File: config.mk
export PLATFORM = sky130hd
export DESIGN_NAME = boot_reset_sequencer_flat
export DESIGN_NICKNAME = d
export VERILOG_FILES = /design/src/rtl/boot_reset_sequencer_pkg.sv /design/src/rtl/boot_reset_sequencer_if.sv /design/src/rtl/boot_reset_sequencer_sync.sv /design/src/rtl/boot_reset_sequencer.sv /design/src/flat_wrapper.sv
export SDC_FILE = /design/constraint.sdc
export NUM_CORES = 1
export LEC_CHECK = 0
export CORE_MARGIN = 3
export CORE_UTILIZATION = 40
export CTS_CLUSTER_DIAMETER = 120
export DETAILED_ROUTE_END_ITERATION = 7
export GPL_TIMING_DRIVEN = 0
export PLACE_DENSITY = 0.72
export REMOVE_ABC_BUFFERS = 1
export SYNTH_ARGS = -nofsm -noshare
export SYNTH_HDL_FRONTEND = slang
export SYNTH_SLANG_ARGS = --single-unit
export TNS_END_PERCENT = 5
File: constraint.sdc
create_clock -name clk -period 6.21 [get_ports clk]
set_input_delay 0.621 -clock clk [delete_from_list [all_inputs] [get_ports clk]]
set_output_delay 0.621 -clock clk [all_outputs]
set_load 0.03 [all_outputs]
File: src/rtl/boot_reset_sequencer_pkg.sv
// Shared types and constants for the boot reset sequencer.
// The state enum encoding is visible on the state output port.
package boot_reset_pkg;

    typedef enum logic [1:0] {
        SYNC      = 2'd0,
        HOLD_SYS  = 2'd1,
        HOLD_CORE = 2'd2,
        RUN       = 2'd3
    } boot_state_e;

    localparam int BOOT_CNT_W = 8;

    // Width large enough to hold the terminal count of either hold phase.
    function automatic int cnt_width(input int cycles, input int core_delay);
        int m;
        m = (cycles > core_delay) ? cycles : core_delay;
        return (m < 1) ? 1 : $clog2(m + 1);
    endfunction

endpackage

File: src/rtl/boot_reset_sequencer_if.sv
// Control/status bundle between the boot reset sequencer and its consumer.
// The sequencer takes the slave modport; the consumer takes master.
interface boot_reset_sequencer_if;
    import boot_reset_pkg::*;

    logic                  reset_req;
    logic                  reset_o;
    logic                  core_reset_o;
    logic                  done;
    logic [BOOT_CNT_W-1:0] boot_count;
    boot_state_e           state;

    modport master (
        output reset_req,
        input  reset_o, core_reset_o, done, boot_count, state
    );

    modport slave (
        input  reset_req,
        output reset_o, core_reset_o, done, boot_count, state
    );
endinterface

File: src/rtl/boot_reset_sequencer_sync.sv
// Async-assert / sync-release flop chain for the active-low board reset.
// rel_n goes high STAGES clock edges after reset deasserts.
module reset_release_sync #(
    parameter int STAGES = 1
) (
    input  logic clk,
    input  logic reset,
    output logic rel_n
);
    logic [STAGES-1:0] sync_q, sync_d;
    logic [STAGES:0]   shifted;

    always_comb begin
        shifted = {sync_q, 1'b1};
        sync_d  = shifted[STAGES-1:0];
    end

    always_ff @(posedge clk or negedge reset) begin
        if (!reset) sync_q <= '0;
        else        sync_q <= sync_d;
    end

    assign rel_n = sync_q[STAGES-1];
endmodule

File: src/rtl/boot_reset_sequencer.sv
// Board power-on reset sequencer: synchronized release, stretched system
// reset, delayed core reset, re-boot request, boot counter.
module boot_reset_sequencer
    import boot_reset_pkg::*;
#(
    parameter int SYNC_STAGES = 2,
    parameter int CYCLES      = 20,
    parameter int CORE_DELAY  = 4
) (
    input  logic                  clk,
    input  logic                  reset,
    boot_reset_sequencer_if.slave bus
);
    localparam int CNT_W = cnt_width(CYCLES, CORE_DELAY);
    localparam logic [CNT_W-1:0] SYS_LAST  = CNT_W'(CYCLES - 1);
    localparam logic [CNT_W-1:0] CORE_LAST = CNT_W'((CORE_DELAY > 0) ? CORE_DELAY - 1 : 0);
    localparam logic [BOOT_CNT_W-1:0] BOOT_MAX = '1;

    logic rel_n;

    // The SYNC->HOLD_SYS state flop acts as the final synchronizer stage,
    // so the chain itself is one flop shorter than SYNC_STAGES.
    reset_release_sync #(.STAGES(SYNC_STAGES - 1)) u_sync (
        .clk   (clk),
        .reset (reset),
        .rel_n (rel_n)
    );

    boot_state_e           state_q, state_d;
    logic [CNT_W-1:0]      cnt_q, cnt_d;
    logic                  reset_o_q, reset_o_d;
    logic                  core_reset_q, core_reset_d;
    logic                  done_q, done_d;
    logic [BOOT_CNT_W-1:0] boot_count_q, boot_count_d;

    always_comb begin
        state_d      = state_q;
        cnt_d        = cnt_q;
        done_d       = 1'b0;
        boot_count_d = boot_count_q;

        case (state_q)
            SYNC: begin
                if (rel_n) begin
                    state_d = HOLD_SYS;
                    cnt_d   = '0;
                end
            end
            HOLD_SYS: begin
                if (cnt_q == SYS_LAST) begin
                    cnt_d   = '0;
                    state_d = (CORE_DELAY == 0) ? RUN : HOLD_CORE;
                end else begin
                    cnt_d = cnt_q + 1'b1;
                end
            end
            HOLD_CORE: begin
                if (cnt_q == CORE_LAST) begin
                    cnt_d   = '0;
                    state_d = RUN;
                end else begin
                    cnt_d = cnt_q + 1'b1;
                end
            end
            default: ;
        endcase

        // A re-boot request overrides any completion on the same edge.
        if (state_q != SYNC && bus.reset_req) begin
            state_d = HOLD_SYS;
            cnt_d   = '0;
        end

        if (state_d == RUN && state_q != RUN) begin
            done_d = 1'b1;
            if (boot_count_q != BOOT_MAX) boot_count_d = boot_count_q + 1'b1;
        end

        reset_o_d    = (state_d == SYNC) || (state_d == HOLD_SYS);
        core_reset_d = (state_d != RUN);
    end

    always_ff @(posedge clk or negedge reset) begin
        if (!reset) begin
            state_q      <= SYNC;
            cnt_q        <= '0;
            reset_o_q    <= 1'b1;
            core_reset_q <= 1'b1;
            done_q       <= 1'b0;
            boot_count_q <= '0;
        end else begin
            state_q      <= state_d;
            cnt_q        <= cnt_d;
            reset_o_q    <= reset_o_d;
            core_reset_q <= core_reset_d;
            done_q       <= done_d;
            boot_count_q <= boot_count_d;
        end
    end

    assign bus.reset_o      = reset_o_q;
    assign bus.core_reset_o = core_reset_q;
    assign bus.done         = done_q;
    assign bus.boot_count   = boot_count_q;
    assign bus.state        = state_q;
endmodule

File: src/flat_wrapper.sv
// flat-port wrapper written by rule: the top's interface ports become plain ports
module boot_reset_sequencer_flat import boot_reset_pkg::*;
#(
    parameter int SYNC_STAGES = 2,
    parameter int CYCLES      = 20,
    parameter int CORE_DELAY  = 4
)
  (clk, reset, bus_reset_req, bus_reset_o, bus_core_reset_o, bus_done, bus_boot_count, bus_state);
  boot_reset_sequencer_if bus_i ();
  input  logic clk;
  input  logic reset;
  input wire logic [$bits(bus_i.reset_req)-1:0] bus_reset_req;
  output wire logic [$bits(bus_i.reset_o)-1:0] bus_reset_o;
  output wire logic [$bits(bus_i.core_reset_o)-1:0] bus_core_reset_o;
  output wire logic [$bits(bus_i.done)-1:0] bus_done;
  output wire logic [$bits(bus_i.boot_count)-1:0] bus_boot_count;
  output wire logic [$bits(bus_i.state)-1:0] bus_state;
  assign bus_i.reset_req = bus_reset_req;
  assign bus_reset_o = bus_i.reset_o;
  assign bus_core_reset_o = bus_i.core_reset_o;
  assign bus_done = bus_i.done;
  assign bus_boot_count = bus_i.boot_count;
  assign bus_state = bus_i.state;
  boot_reset_sequencer #(.SYNC_STAGES(SYNC_STAGES), .CYCLES(CYCLES), .CORE_DELAY(CORE_DELAY)) u_core (.clk(clk), .reset(reset), .bus(bus_i));
endmodule
# ---- Yosys cells after proc, flatten, opt, wreduce, memory -nomap -nowiden
# Index checks and enable logic that the tools add are counted.
dict set report word_totals {
  regBits 19
  input_bits 3
  output_inout_bits 13
  elab_cells 39
}
dict set report op_classes {
  addsub 2
  n_eq_ne 10
  mux 11
  reduce_logical 9
}
# op n
set op_table {}
lappend op_table {{two-way mux 5 bit} 4}
lappend op_table {{case mux 5 bit (3 select lines)} 1}
lappend op_table {{adder 8 x 1 -> 8 bit, second input constant} 1}
lappend op_table {{two-way mux 2 bit} 4}
lappend op_table {{!= test 8 bit, second input constant} 1}
lappend op_table {{case mux 2 bit (3 select lines)} 1}
lappend op_table {{adder 5 x 1 -> 5 bit, second input constant} 1}
lappend op_table {{== test 5 x 2 -> 1 bit, second input constant} 1}
lappend op_table {{== test 5 bit, second input constant} 1}
lappend op_table {{== test 2 x 1 -> 1 bit, second input constant} 2}
lappend op_table {{== test 2 bit, second input constant} 2}
lappend op_table {{logical NOT 2 bit} 2}
lappend op_table {{!= test 2 bit, second input constant} 2}
lappend op_table {{AND reduction 2 bit} 2}
lappend op_table {{nonzero test 4 bit} 1}
lappend op_table {{!= test 3 x 2 -> 1 bit, second input constant} 1}
lappend op_table {{logical AND 1 bit} 2}
lappend op_table {{nonzero test 2 bit} 1}
lappend op_table {{logical OR 1 bit} 1}
lappend op_table {{two-way mux 1 bit} 1}

# ---- Logic depth before layout (Yosys ltp)
# Gate-level depths: netlist (run 1).
dict set report depth {
  word_depth 7
  ltp_mapped 9
}

# ---- Cells and area by module
# Synthesis (run 1) repeated with hierarchy kept, for this count alone.
dict set report unflattened {
  cells_unflattened 100
  hier_area_um2 1061.0
}
# module instances cells_each area_per_inst_um2
set modules_own_cells {}
lappend modules_own_cells {boot_reset_sequencer 1 98 1032.2}
lappend modules_own_cells {reset_release_sync 1 2 28.8}

# ---- Worst setup path after synthesis (run 1)
# OpenSTA, ideal clock, no wires.
dict set report synth_path {
  kind {reg2reg}
  from {reg u_core.state_q[0], in the netlist u_core.bus.state[0]}
  to {reg u_core.boot_count_q[1], in the netlist u_core.bus.boot_count[1]}
  setup_time_ns 0.125
  arrival_ns 2.102
  setup_slack_ns 3.983
  stages_incl_launch_ff 9
  period_less_slack_ns 2.227
  cell_sequence {dfrtp_1 > inv_1 > ha_1 > o21ai_0 > o21ai_0 > or3_1 > buf_6 > and3_4 > mux2_4}
}
dict set report synth_between {
  elab_chain_cells 6
  elab_cells_between_ends 14
}
# element line_no
set synth_rtl {}
lappend synth_rtl {{start: declaration} boot_reset_sequencer.sv:29} ;# boot_state_e state_q, state_d;
lappend synth_rtl {{start signal: assignment} boot_reset_sequencer.sv:92} ;# state_q <= state_d;
lappend synth_rtl {{== test 2 bit (tied with other cells)} boot_reset_sequencer.sv:42} ;# case (state_q)
lappend synth_rtl {{case mux 2 bit (3 select lines) or logical AND 1 bit (tied branches)} {boot_reset_sequencer.sv:42, boot_reset_sequencer.sv:69}}
lappend synth_rtl {{two-way mux 2 bit *} boot_reset_sequencer.sv:69} ;# if (state_q != SYNC && bus.reset_req) begin
lappend synth_rtl {{via u_core.state_d[0]} boot_reset_sequencer.sv:29}
lappend synth_rtl {{== test 2 bit *} boot_reset_sequencer.sv:74} ;# if (state_d == RUN && state_q != RUN) begin
lappend synth_rtl {{logical AND 1 bit *} boot_reset_sequencer.sv:74}
lappend synth_rtl {{AND reduction 2 bit (no source line) *} -}
lappend synth_rtl {{end signal: assignment} boot_reset_sequencer.sv:97} ;# boot_count_q <= boot_count_d;
lappend synth_rtl {{end: declaration} boot_reset_sequencer.sv:34} ;# logic [BOOT_CNT_W-1:0] boot_count_q, boot_count_d;
# The timed path passes the listed nets; every way through them passes the cells marked *.
# A chain may end at the register's enable or synchronous reset.

# ---- Final worst setup path (run 1)
dict set report layout_path {
  from {reg u_core.cnt_q[0]}
  to {reg u_core.boot_count_q[1], in the netlist u_core.bus.boot_count[1]}
}
dict set report layout_between {
  elab_chain_cells 7
  elab_cells_between_ends 9
}
# element line_no
set layout_rtl {}
lappend layout_rtl {{start: declaration} boot_reset_sequencer.sv:30} ;# logic [CNT_W-1:0] cnt_q, cnt_d;
lappend layout_rtl {{start signal: assignment} boot_reset_sequencer.sv:93} ;# cnt_q <= cnt_d;
lappend layout_rtl {{== test 5 x 2 -> 1 bit or == test 5 bit (tied branches)} {boot_reset_sequencer.sv:58, boot_reset_sequencer.sv:50}}
lappend layout_rtl {{two-way mux 2 bit, on equally long branches} {boot_reset_sequencer.sv:58, boot_reset_sequencer.sv:50}}
lappend layout_rtl {{case mux 2 bit (3 select lines) *} boot_reset_sequencer.sv:42}
lappend layout_rtl {{two-way mux 2 bit *} boot_reset_sequencer.sv:69}
lappend layout_rtl {{== test 2 bit *} boot_reset_sequencer.sv:74}
lappend layout_rtl {{logical AND 1 bit *} boot_reset_sequencer.sv:74}
lappend layout_rtl {{AND reduction 2 bit (no source line) *} -}
# Mark *: on every way between the ends. The rest lies on a longest branch, timed or not.

==> summary.md, run 1 <==
| Metric | Value |
|---|---|
| Status | `completed` |
| Count leader, synth | `dfrtp_1` |
| Final setup vio count | `0` |
| Vias/cell | `5.42` |
| Post-CTS Hold Fix Bufs | `0` |
| Buffer count from post-CTS setup fixing | `0` |
| Relative slew margins | `0.379` |
| First-pass iteration count of the detailed router | `4` |
| Arrival time at the worst endpoint | `2.56 ns` |
| Initial Util | `0.432` |
| Critical Path Start Type | `flip-flop` |
| Drt wl/cell | `13.5 um` |
| Die Width | `58.2 um` |
| Ports | `16` |
| Die area | `3390 um^2` |
| Combinational share of power | `0.210` |
| Post-DRT Antenna Nets | `0` |
| Worst vdd ir | `0.122 mV` |
| Synth warn | `0` |
| Layout cells sized above 1 | `0.0945` |
| P_int | `0.182 mW` |
| Area of the core | `2520 um^2` |
| FF-to-FF Start | `u_core.cnt_q[0]$_DFFE_PN0P_` |
| Final Wtd Congestion | `0.860` |
| Crit Path Category | `flip-flop to flip-flop` |
| Insertion delay to the later sink of the worst-skew pair | `0.30 ns` |
| Root Driver | `clkbuf_4` |
| Seq pwr share | `0.554` |
| Initial antenna violation count | `0` |
| Cell taking the most area after synthesis | `dfrtp_1` |
| Final Hold Fails | `0` |
| Synth-to-Final Area Change | `18.7%` |
| Pwr dens | `204 nW/um^2` |
| HP Class | `flip-flop to flip-flop` |
| Post-Synthesis Cells | `109` |
| Cts bufs inserted | `3` |
| Fin Hold WS | `0.512 ns` |
| Sw Share | `0.309` |
| Leak Pwr | `0.578 nW` |
| Critical Path Start | `u_core.cnt_q[0]$_DFFE_PN0P_` |
| CTS-repair resized insts | `0` |
| Clock tree buffer depth | `2` |
| Post-Route WL | `2110 um` |
| Vias in the first global route | `840` |
| Syn_area_per_cell | `10.0 um^2` |
| Sequential share of the synthesized area | `0.439` |
| Req. time, crit path | `6.41 ns` |
| Unique cell type count in the Yosys netlist | `36` |
| H-tree depth | `1` |
| Transition time of the tightest slew-check pin | `0.924 ns` |
| Most used DFF post-synth | `dfrtp_1` |
| Gr ovfl total | `0` |
| Setup TNS | `0 ns` |
| CTS tree | `done` |
| Max cap viols | `0` |
| Fin crit share | `0.380` |
| Ys async rst share | `1.00` |
| Critical path capture point type | `flip-flop` |
| Slew Limit Fails | `0` |
| Clock power share | `0.235` |
| Final worst clock skew | `0.0118 ns` |
| Via Count | `851` |
| First-pass GRT wire length | `3660 um` |
| Minimum clock period after layout | `2.36 ns` |
| EDFF count, synth | `0` |
| Synth Register Bits | `19` |
| NetSw | `0.0815 mW` |
| DRC | `0` |
| # diodes | `0` |
| Iter 0 DRT Violations | `29` |
| CP max FO | `9` |
| Post-DP HPWL | `1540 um` |
| Nets | `139` |
| RSZ-0062 raised after global routing | `no` |
| Post-Syn Area | `1090 um^2` |
| Die Y-Extent | `58.2 um` |
| Critical hold path startpoint | `u_core.bus.boot_count[5]$_DFFE_PN0P_` |
| Top cells by area, synth | `dfrtp_1, ha_1, dfstp_2` |
| Reg2reg setup slack | `3.85 ns` |
| Largest net degree at the start of global routing | `20` |
| Placed cells | `153` |
| Clock sink total | `19` |
| Synth top cells by count | `dfrtp_1, nand2_1, ha_1, nand2b_1, o21ai_0` |
| Fmax | `423 MHz` |
| Final non-filler cell total | `157` |
| # rows | `18` |
| GRT Overall Usage | `0.140` |
| Share of the synthesized area in the top cell type | `0.390` |
| PortBufs | `15` |
| Worst-path clk slew | `0.11 ns` |
## routing by layer
metal	GRT usage	vias up	part of all wire
li1	-	416	-
met1	0.185	416	0.47
met2	0.229	17	0.47
met3	0.0267	2	0.050
met4	0.0497	0	0.0090
met5	0	-	0
## critical path: stages (launching register included)
cell and delay [ns]:
dfrtp_1 0.41, ha_1 0.25, or4b_1 0.48, o32ai_1 0.24
or3_1 0.34, and3_4 0.26, mux2_4 0.29
## power by group through the flow
stage / combinational, mW / sequential [mW] / clock, mW
finish: 0.0556 / 0.146 / 0.0621
global route: 0.0628 / 0.149 / 0.0688
CTS: 0.0561 / 0.146 / 0.0645
detailed placement: 0.0557 / 0.149 / 0
global placement: 0.0533 / 0.147 / 0
floorplan: 0.0322 / 0.152 / 0
## stage by stage
stage	cell area (um^2)	total power [mW]	setup WS, ns	utilization
2_1_floorplan	1080	0.184	3.96	-
3_3_place_gp	1270	0.201	3.70	0.502
3_5_place_dp	1270	0.204	3.61	0.502
4_1_cts	1290	0.267	3.83	0.513
5_1_grt	1290	0.280	3.64	0.513
6_report	1290	0.264	3.85	0.513
## cells in the final DEF (no fill, tap or decap), types with 2 or more instances in the layout
master	Yosys	routed
clkdlybuf4s50_1	0	15
a21oi_1	3	3
clkbuf_4	0	3
o21ai_0	7	7
ha_1	8	8
dfstp_2	2	2
xnor2_1	5	5
nand4_1	2	2
nor4b_1	2	2
and4_1	3	3
nor2_1	5	5
inv_1	6	6
nand3_1	6	6
nand2_1	12	12
mux2_4	2	2
dfrtp_1	17	17
nand2b_1	8	8
## sequential cells by signal, summed over array words and instances (netlist names)
register                 cells
u_core.bus.reset_o           1
u_core.bus.state             2
u_core.u_sync.rel_n          1
u_core.bus.done              1
u_core.bus.core_reset_o      1
u_core.bus.boot_count        8
u_core.cnt_q                 5
## final cells by class
class / count / area [um^2]
flip-flops and latches: 19 / 478
clock buffers: 3 / 22.5
multi-input cells: 82 / 574
well taps: 30 / 37.5
clock inverters: 1 / 5.00
fillers: 248 / 1230
repair buffers: 15 / 150
inverters: 7 / 26.3
## final timing paths
kind                                                   endpoint  cells after the start
setup / recovery           u_core.bus.boot_count[1]$_DFFE_PN0P_                      6
max in group asynchronous           u_core.cnt_q[4]$_DFFE_PN0P_                      1
hold reg to reg            u_core.bus.boot_count[5]$_DFFE_PN0P_                      1
setup reg to reg           u_core.bus.boot_count[1]$_DFFE_PN0P_                      6
hold / removal             u_core.bus.boot_count[5]$_DFFE_PN0P_                      1
min in group asynchronous  u_core.bus.boot_count[2]$_DFFE_PN0P_                      1
## logic make-up (layout without fill, tap and decap cells)
| group | count (synthesis) | count (layout) | synth area share |
|---|---|---|---|
| compound gates | 15 | 15 | 0.0815 |
| simple gates | 49 | 49 | 0.264 |
| other cells | 1 | 1 | 0.00344 |
| xor+xnor | 6 | 6 | 0.0482 |
| mux | 3 | 3 | 0.0379 |
| buf+inv | 8 | 26 | 0.0344 |
| fa+ha+maj | 8 | 8 | 0.0919 |
| flops | 19 | 19 | 0.439 |
No activity file was read; power rests on OpenSTA's default activity.
==> run 2: changes to the inputs <==
==> constraint.sdc (replaced) <==
create_clock -name clk -period 2.2 [get_ports clk]
set_input_delay 0.22 -clock clk [delete_from_list [all_inputs] [get_ports clk]]
set_output_delay 0.22 -clock clk [all_outputs]
set_load 0.03 [all_outputs]
==> run 2 against run 1 <==
  * Clock power rose to 2.9 times the previous value
  * Utilization is 3.0 points higher
  * Clock skew increased by 0.0018 ns
  * Sequential cell count unchanged
  * Via count is 3.8% higher
  * Critical endpoint unchanged
  * Global-route usage increased by 0.19 points
==> summary.md, run 2 (same netlist as run 1, synthesis figures left out) <==
| Metric | Value |
|---|---|
| Filler cell count | `236 (-4.8%)` |
| Initial Util | `0.432 (unchanged)` |
| Root Driver | `clkbuf_4` |
| GRT Overall Usage | `0.142 (+0.00186)` |
| Largest net degree at the start of global routing | `20 (unchanged)` |
| Slew Limit Fails | `0 (unchanged)` |
| Slowest cell on the critical path | `or4b_1` |
| Ports | `16 (unchanged)` |
| Number of flip-flops under the largest register name | `8 (unchanged)` |
| Area of the core | `2520 um^2 (unchanged)` |
| Iter 0 DRT Violations | `25 (-14%)` |
| Nets | `146 (+5.0%)` |
| CP max FO | `8 (-1)` |
| CTS tree | `done` |
| Final non-filler cell total | `164 (+4.5%)` |
| Post-CTS Hold Fix Bufs | `0 (unchanged)` |
| Critical path capture point type | `flip-flop` |
| Fin Hold WS | `0.369 ns (-0.143 ns)` |
| Transition time of the tightest slew-check pin | `0.816 ns (-0.108 ns)` |
| Layout cells sized above 1 | `0.187 (+0.0921)` |
| Final Hold Fails | `0 (unchanged)` |
| First-pass GRT wire length | `3700 um (+1.1%)` |
| # diodes | `0 (unchanged)` |
| Fin crit share | `0.973 (+0.593)` |
| Arrival time at the worst endpoint | `2.35 ns (-0.21 ns)` |
| Crit Path Category | `flip-flop to flip-flop` |
| H-tree depth | `1 (unchanged)` |
| Final Wtd Congestion | `0.860 (unchanged)` |
| DP Worst Slack | `-0.168 ns (-3.78 ns)` |
| Clock tree buffer depth | `2 (unchanged)` |
| Minimum clock period after layout | `2.14 ns (-0.220 ns)` |
| Vias/cell | `5.38 (-0.67%)` |
| # rows | `18 (unchanged)` |
| Final worst slack | `0.0588 ns (-3.79 ns)` |
| Initial antenna violation count | `0 (unchanged)` |
| Worst-path clk slew | `0.11 ns (about the same)` |
| Gr ovfl total | `0 (unchanged)` |
| Drt wl/cell | `13.9 um (+3.3%)` |
| Placed cells | `153 (unchanged)` |
| Status | `completed` |
| PnR Total Power | `0.779 mW (+190%)` |
| Final instance area | `1370 um^2 (+5.8%)` |
| Worst vdd ir | `0.345 mV (+180%)` |
| Via Count | `883 (+3.8%)` |
| Final setup vio count | `0 (unchanged)` |
| Die Width | `58.2 um (unchanged)` |
| Max cap viols | `0 (unchanged)` |
| Crit path cell chain | `ha_2, or4b_1, o32ai_2, or3_4, and3_4, mux2_4` |
| Post-DRT Antenna Nets | `0 (unchanged)` |
| Pwr dens | `569 nW/um^2 (+180%)` |
| DRC | `0 (unchanged)` |
| Critical Path Start Type | `flip-flop` |
| Req. time, crit path | `2.41 ns (-4.00 ns)` |
| Max incr delay on CP | `0.49 ns (about the same)` |
| HP Class | `primary input to async pin` |
| Placed Area | `1270 um^2 (unchanged)` |
| First-pass iteration count of the detailed router | `4 (unchanged)` |
| Die Y-Extent | `58.2 um (unchanged)` |
| Fmax | `467 MHz (+10%)` |
| Insertion delay to the later sink of the worst-skew pair | `0.31 ns (about the same)` |
| Leak Pwr | `0.612 nW (+5.9%)` |
| Family with the most delay on the worst path | `simple AND/OR/NAND/NOR gates` |
| Final worst clock skew | `0.0136 ns (+0.00185 ns)` |
| Post-Route WL | `2280 um (+7.9%)` |
| Clock sink total | `19 (unchanged)` |
| Cts bufs inserted | `3 (unchanged)` |
| PortBufs | `15 (unchanged)` |
| Die area | `3390 um^2 (unchanged)` |
| Most frequent cells in the layout | `clkdlybuf4s50_1, dfrtp_1, nand2_1, nand2b_1` |
| Vias in the first global route | `844 (+0.48%)` |
| Crit path buf inv count | `0 (unchanged)` |
| Synth-to-Final Area Change | `25.6%` |
| Post-DP HPWL | `1540 um (unchanged)` |
| Relative slew margins | `0.455 (+0.0756)` |
-- run 2: cell types whose count changed in the layout (fill, tap and decap cells not counted), sizes merged --
cell,change
buf,+7
-- run 2: stage by stage --
step / utilization / setup TNS, ns
2_1_floorplan: - / -0.0461
3_3_place_gp: 0.502 / -0.122
3_5_place_dp: 0.502 / -0.329
4_1_cts: 0.521 / 0
5_1_grt: 0.543 / -0.0355
6_report: 0.543 / 0
-- run 2: repair_timing --
action / 4_1_cts / 5_1_grt
setup endpoints to repair: 6 / 2
endpoints found under the hold margin: 0 / 0
cloned: 0 / 0
setup buffers: 0 / 7
resized for setup: 5 / 1
pin swaps: 1 / 1
-- run 2: cell type report --
| class | instances | area, um^2 | area share |
|---|---|---|---|
| Multi-Input combinational cell | 82 | 594 | 0.434 |
| Sequential cell | 19 | 480 | 0.351 |
| Timing Repair Buffer | 22 | 203 | 0.148 |
| Tap cell | 30 | 37.5 | 0.0274 |
| Inverter | 7 | 26.3 | 0.0192 |
| Clock buffer | 3 | 22.5 | 0.0165 |
| Clock inverter | 1 | 5.00 | 0.00366 |
-- run 2: worst paths after layout --
| kind | slack [ns] | endpoint | cells after the start | start |
|---|---|---|---|---|
| worst max-delay path | 0.06 | u_core.bus.boot_count[1]$_DFFE_PN0P_ | 6 | u_core.cnt_q[1]$_DFFE_PN0P_ |
| worst min-delay path | 0.37 | u_core.bus.boot_count[2]$_DFFE_PN0P_ | 1 | reset |
| worst max register to register | 0.06 | u_core.bus.boot_count[1]$_DFFE_PN0P_ | 6 | u_core.cnt_q[1]$_DFFE_PN0P_ |
| min in group clk | 0.51 | u_core.bus.boot_count[7]$_DFFE_PN0P_ | 1 | u_core.bus.boot_count[7]$_DFFE_PN0P_ |
| worst min register to register | 0.51 | u_core.bus.boot_count[7]$_DFFE_PN0P_ | 1 | u_core.bus.boot_count[7]$_DFFE_PN0P_ |
| max in group asynchronous | 1.28 | u_core.bus.state[0]$_DFF_PN0_ | 1 | reset |
-- run 2: metal layers --
| layer | up-vias | share of wire | global-route usage |
|---|---|---|---|
| met5 | - | 0 | 0 |
| met3 | 3 | 0.049 | 0.0267 |
| met2 | 20 | 0.48 | 0.234 |
| met1 | 434 | 0.46 | 0.186 |
| li1 | 426 | - | - |
| met4 | 0 | 0.011 | 0.0497 |
-- run 2: worst register-to-register path: stages (launching register included) --
cell     delay [ns]
dfrtp_1        0.39
ha_2           0.22
or4b_1         0.49
o32ai_2        0.24
or3_4          0.22
and3_4         0.20
mux2_4         0.29
-- run 2: power breakdown --
part,switching (mW),internal (mW)
Sequential,0.0316,0.379
Clock,0.110,0.0678
Combinational,0.101,0.0899
